===== config.mk =====
export PLATFORM = sky130hd
export DESIGN_NAME = rep3_serial_tx
export DESIGN_NICKNAME = d
export VERILOG_FILES = /design/src/rtl/rep3_serial_tx.sv
export SDC_FILE = /design/constraint.sdc
export NUM_CORES = 1
export LEC_CHECK = 0
export CAP_MARGIN = 20
export CORE_MARGIN = 3
export CORE_UTILIZATION = 54
export CTS_BUF_LIST = sky130_fd_sc_hd__clkbuf_4
export CTS_CLUSTER_SIZE = 8
export DETAILED_ROUTE_END_ITERATION = 12
export GPL_TIMING_DRIVEN = 0
export PLACE_DENSITY = 0.77
export SYNTH_ARGS = -nofsm -noshare
export SYNTH_HDL_FRONTEND = slang
export SYNTH_SLANG_ARGS = --single-unit

===== constraint.sdc =====
create_clock -name clk -period 2.1 [get_ports clk]
set_clock_uncertainty 0.15 [all_clocks]
set_input_delay 0.21 -clock clk [delete_from_list [all_inputs] [get_ports clk]]
set_output_delay 0.21 -clock clk [all_outputs]
set_load 0.1 [all_outputs]

===== src/rtl/rep3_serial_tx.sv =====
// Triple-redundant serial transmitter: frames each word as start/data/stop
// triplets, every bit repeated as three identical chips, LSB first.
module rep3_serial_tx #(
    parameter int DATA_W        = 8,
    parameter int CLKS_PER_CHIP = 4
) (
    input  logic              clk,
    input  logic              rst_n,
    input  logic [DATA_W-1:0] data_in,
    input  logic              valid_in,
    output logic              ready_out,
    output logic              tx_out,
    output logic              busy
);

    localparam int CYC_W = (CLKS_PER_CHIP > 1) ? $clog2(CLKS_PER_CHIP) : 1;
    localparam int IDX_W = (DATA_W > 1) ? $clog2(DATA_W) : 1;
    localparam logic [CYC_W-1:0] CYC_LAST = CYC_W'(CLKS_PER_CHIP - 1);
    localparam logic [IDX_W-1:0] IDX_LAST = IDX_W'(DATA_W - 1);

    typedef enum logic [1:0] {IDLE, START, DATA, STOP} state_t;

    state_t             state, state_nx;
    logic [CYC_W-1:0]   cyc, cyc_nx;
    logic [1:0]         chip, chip_nx;
    logic [IDX_W-1:0]   idx, idx_nx;
    logic [DATA_W-1:0]  shift, shift_nx;
    logic               tx_nx, ready_nx, busy_nx;
    logic               phase_end;

    always_ff @(posedge clk or negedge rst_n) begin
        if (!rst_n) begin
            state     <= IDLE;
            cyc       <= '0;
            chip      <= '0;
            idx       <= '0;
            shift     <= '0;
            tx_out    <= 1'b1;
            ready_out <= 1'b1;
            busy      <= 1'b0;
        end else begin
            state     <= state_nx;
            cyc       <= cyc_nx;
            chip      <= chip_nx;
            idx       <= idx_nx;
            shift     <= shift_nx;
            tx_out    <= tx_nx;
            ready_out <= ready_nx;
            busy      <= busy_nx;
        end
    end

    // A phase (start, one data bit, stop) ends on the last cycle of its third chip.
    assign phase_end = (cyc == CYC_LAST) && (chip == 2'd2);

    always_comb begin
        state_nx = state;
        cyc_nx   = cyc;
        chip_nx  = chip;
        idx_nx   = idx;
        shift_nx = shift;

        if (state == IDLE) begin
            if (valid_in && ready_out) begin
                state_nx = START;
                shift_nx = data_in;
                cyc_nx   = '0;
                chip_nx  = '0;
                idx_nx   = '0;
            end
        end else begin
            if (cyc == CYC_LAST) begin
                cyc_nx  = '0;
                chip_nx = (chip == 2'd2) ? 2'd0 : chip + 2'd1;
            end else begin
                cyc_nx = cyc + 1'b1;
            end

            if (phase_end) begin
                idx_nx = '0;
                case (state)
                    START: state_nx = DATA;
                    DATA: begin
                        shift_nx = shift >> 1;
                        if (idx == IDX_LAST) state_nx = STOP;
                        else                 idx_nx   = idx + 1'b1;
                    end
                    default: state_nx = IDLE;
                endcase
            end
        end

        // Outputs are computed from the next state so they register in step with it.
        case (state_nx)
            START:   tx_nx = 1'b0;
            DATA:    tx_nx = shift_nx[0];
            default: tx_nx = 1'b1;
        endcase
        ready_nx = (state_nx == IDLE);
        busy_nx  = (state_nx != IDLE);
    end

endmodule


# Yosys cells after proc, flatten, opt, wreduce, memory -nomap -nowiden
# Cells that the tools add are included.
# op_classes
reduce_logical	11
n_mux	21
n_addsub	3
n_eq_ne	8
# ops
cell	count
$mux W8	4
$mux W2	10
$mux W3	5
$eq A2 B2 Y1 const B	4
$reduce_bool A2 Y1	4
$add A2 B1 Y2 const B	2
$eq A2 B1 Y1 const B	2
$logic_not A2 Y1	2
$pmux W2 S2	1
$reduce_and A2 Y1	2
$add A3 B1 Y3 const B	1
$eq A3 B3 Y1 const B	1
$reduce_and A3 Y1	1
$logic_and A1 B1 Y1	2
$ne A2 B1 Y1 const B	1
$pmux W1 S2	1
# word_totals
word_cells	52
input_bits	11
register_bits	20
output_inout_bits	3

# Depth between registers and ports, before layout
# depth
word_depth	7
ltp_mapped	8
ltp_nobuf	7

# Worst setup path after synthesis
# Ideal clock, no wire load.
# synth_timing
path_type	reg2reg
startpoint	reg ready_out
endpoint	reg busy
path_stages_with_launch	7
arrival_time_ns	1.751
n_path_buf	1
period_less_slack_ns	2.025
setup_time_ns	0.124
required_ns	1.826
setup_slack_ns	0.075
cell_sequence	dfstp_2 > and3_1 > buf_2 > or3_1 > and2_4 > inv_2 > or2_1
# synth_via
elab_chain_len	4
# synth_rtl
item	line_no	rtl
from (decl)	11	output logic ready_out,
from (signal assigned)	48	ready_out <= ready_nx;
$logic_and A1 B1 Y1	64	if (valid_in && ready_out) begin
$mux W2	64	
$mux W2	63	if (state == IDLE) begin
net state_nx[1]	23	state_t state, state_nx;
$reduce_bool A2 Y1	100	busy_nx = (state_nx != IDLE);
net busy_nx	28	logic tx_nx, ready_nx, busy_nx;
to (signal assigned)	49	busy <= busy_nx;
to (decl)	13	output logic busy
# The timed path passes the listed nets, and every way through them passes these cells.
# A chain may end at the register's enable or synchronous reset.

# Worst setup path in the final report
# layout_timing
startpoint	reg tx_out
endpoint	out tx_out
# layout_lines
item	line_no	rtl
from (decl)	12	output logic tx_out,
from (signal assigned)	47	tx_out <= tx_nx;
# No word-level cell between the ends.

==> impl_metrics.env <==
export IMPL_final_setup_viol_count=0
export IMPL_insertion_delay_ps=310
export IMPL_postCtsHoldBufs=0
export IMPL_placed_area_mm2=0.00112
export IMPL_drc=0
export IMPL_synth_area_um2=961
export IMPL_reg2reg_depth=6
export IMPL_postCtsSetupBuffers=0
export IMPL_ys_warn_count=0
export IMPL_core_area_mm2=0.00159
export IMPL_cts_root_buf="clkbuf_4"
export IMPL_fin_tns_setup_ps=0
export IMPL_ios=14
export IMPL_syn_area_per_cell_um2=11.6
export IMPL_worstPathMaxFanout=1
export IMPL_cpPeakStageDelay_ps=840
export IMPL_fin_nets=117
export IMPL_antenna_cells=0
export IMPL_drt_iter0_markers=8
export IMPL_rsz0062_at_grt="no"
export IMPL_antenna_found_initial=0
export IMPL_die_width_um=48.2
export IMPL_status="completed"
export IMPL_slew_viol_final=0
export IMPL_maxSlewHeadroom_pct=36.3
export IMPL_worstSetupPathType="reg2out"
export IMPL_nFillCells=117
export IMPL_critPathRequiredTime_ps=1740
export IMPL_min_period_ps=2030
export IMPL_crit_buf_inv=1
export IMPL_cts_sinks=20
export IMPL_holdCritPathClass="in2async"
export IMPL_rows=14
export IMPL_critPathSlowestCell="dlygate4sd2_1"
export IMPL_initial_utilization_pct=60.3
export IMPL_fp_dieH_um=48.2
export IMPL_startpoint_type="flop"
export IMPL_grt_max_degree=21
export IMPL_ys_seq_area_share_pct=52.3
export IMPL_place_gp_congestion=0.720
export IMPL_die_area_mm2=0.00232
export IMPL_rrSetupSlack_ps=170
export IMPL_routedWlPerCell_um=15.2
export IMPL_cp_cell_sequence="dlygate4sd2_1"
export IMPL_dr_pass1_iters=4
export IMPL_htree_levels=1
export IMPL_grt_pass1_vias=696
export IMPL_ir_drop_mv=1.17
export IMPL_hold_violations=0
export IMPL_wl_mm=1.89
export IMPL_leakage_nw=0.583
export IMPL_ant_nets=0
export IMPL_synthDistinctLibCells=31
export IMPL_arrival_ps=1670
export IMPL_cp_end_kind="primary output"
export IMPL_clkTransAtPathRegs_ps=110
export IMPL_cpLargestDelayFamily="buffers and inverters"
export IMPL_worstMarginPinSlew_ps=959
export IMPL_power_density_mw_per_mm2=1370
export IMPL_netlist_instances=83
export IMPL_layout_worst_path_cycle_share_pct=96.7
export IMPL_reg2reg_to="tx_out"
export IMPL_num_vias=691
export IMPL_cts_made_buffers=3
export IMPL_vias_per_cell=5.57
export IMPL_dp_hpwl_mm=1.40
export IMPL_syn_num_nets=99
export IMPL_io_buffers=13
export IMPL_grt_first_pass_wirelength_mm=3.08
export IMPL_max_freq_ghz=0.492
export IMPL_final_cell_area_mm2=0.00117
export IMPL_final_common_cell="dfrtp_1"
export IMPL_cts_buffer_depth=2
export IMPL_ys_ff_latch=20
export IMPL_grt_usage_pct=19.7
export IMPL_cts_tree="built"
export IMPL_drv_cap=0
export IMPL_rr_startpoint="state[0]"
export IMPL_overflow=0
export IMPL_synthToLayoutAreaGrowth_pct=21.9
export IMPL_layout_common_cells="18 x dfrtp_1, 10 x clkdlybuf4s50_1, 9 x a22o_1"
export IMPL_final_layout_size_suffix_gt1_share_pct=15.0
export IMPL_post_route_util_pct=73.5
[where the power goes]
group          leakage (nW)  internal [W]  switching (W)  total, W
registers             0.247      0.000547      0.0000942  0.000641
logic                 0.308      0.000252       0.000403  0.000655
clock network        0.0279      0.000193       0.000120  0.000313
total                 0.583      0.000992       0.000617   0.00161
[flip-flops by register name, indices dropped and copies added (netlist names)]
register,count
shift,8
idx,3
chip,2
cyc,2
state,2
busy,1
ready_out,1
tx_out,1
[metrics by stage]
stage | instances | worst slack (ps) | hold slack [ps] | total power (W)
after floorplan | 83 | 74.7 | -236 | 0.00115
after global placement | 120 | 51.3 | 304 | 0.00128
after detailed placement | 120 | 45.2 | 312 | 0.00132
after CTS | 124 | 6.58 | 251 | 0.00162
after global routing | 124 | 22.9 | 292 | 0.00172
final | 124 | 68.7 | 219 | 0.00161
[per-layer routing]
layer,share of wire [%],up-vias,routed length (um),GRT usage (%)
met4,2.1,0,40,9.68
met1,44,340,821,24.5
li1,-,337,-,-
met5,0,-,0,0
met2,51,8,967,31.8
met3,3.0,6,56,4.43
[cell families after synthesis]
logic type	share of synthesized area [%]
AO/OA/AOI/OAI	18.0
buffers and inverters	2.60
flip-flops	52.3
AND/OR/NAND/NOR	17.2
multiplexers	3.39
adder cells (fa/ha/maj)	6.51
[what timing repair did]
item,in CTS,in global routing
gates resized for setup,4,2
pin swaps,0,0
endpoints found under the setup margin,3,7
[layout make-up]
class	instances	area, um^2	area share, %
Tap cell	24	30.0	2.56
Clock inverter	1	30.0	2.56
Sequential cell	20	503	42.9
Multi-Input combinational cell	57	438	37.4
Inverter	4	15.0	1.28
Clock buffer	3	22.5	1.92
Buffer	2	10.0	0.855
Timing Repair Buffer	13	123	10.5
[cell usage after synthesis (all sizes together)]
master | instances | area share, %
or3 | 1 | 0.65
and4bb | 1 | 1.7
dfstp | 2 | 5.5
inv | 4 | 1.6
nor2 | 5 | 2.2
nand3 | 3 | 1.6
nand2b | 1 | 0.65
nand2 | 4 | 1.6
ha | 5 | 6.5
o21ai | 3 | 1.6
o221ai | 1 | 0.91
a221o | 1 | 1.0
buf | 2 | 1.0
mux2i | 1 | 1.0
mux2 | 2 | 2.3
a21o | 6 | 4.7
and3 | 1 | 0.65
nand4b | 1 | 0.91
and2 | 3 | 2.2
o31ai | 1 | 0.78
nor3b | 1 | 0.78
dfrtp | 18 | 47
nor3 | 1 | 0.52
a211oi | 1 | 0.78
and2b | 2 | 1.6
a22o | 9 | 8.2
and4 | 1 | 0.91
or2 | 2 | 1.3
[how the worst max path moves through the flow]
stage	end	startpoint	slack, ps	cells after the start
6_report	tx_out	tx_out	70	1
5_1_grt	tx_out	state[0]	20	6
4_1_cts	ready_out	ready_out	7	1
3_5_place_dp	ready_out	ready_out	50	1
3_3_place_gp	ready_out	ready_out	50	1
2_1_floorplan	busy	ready_out	70	6
No activity file was read; power rests on OpenSTA's default activity.
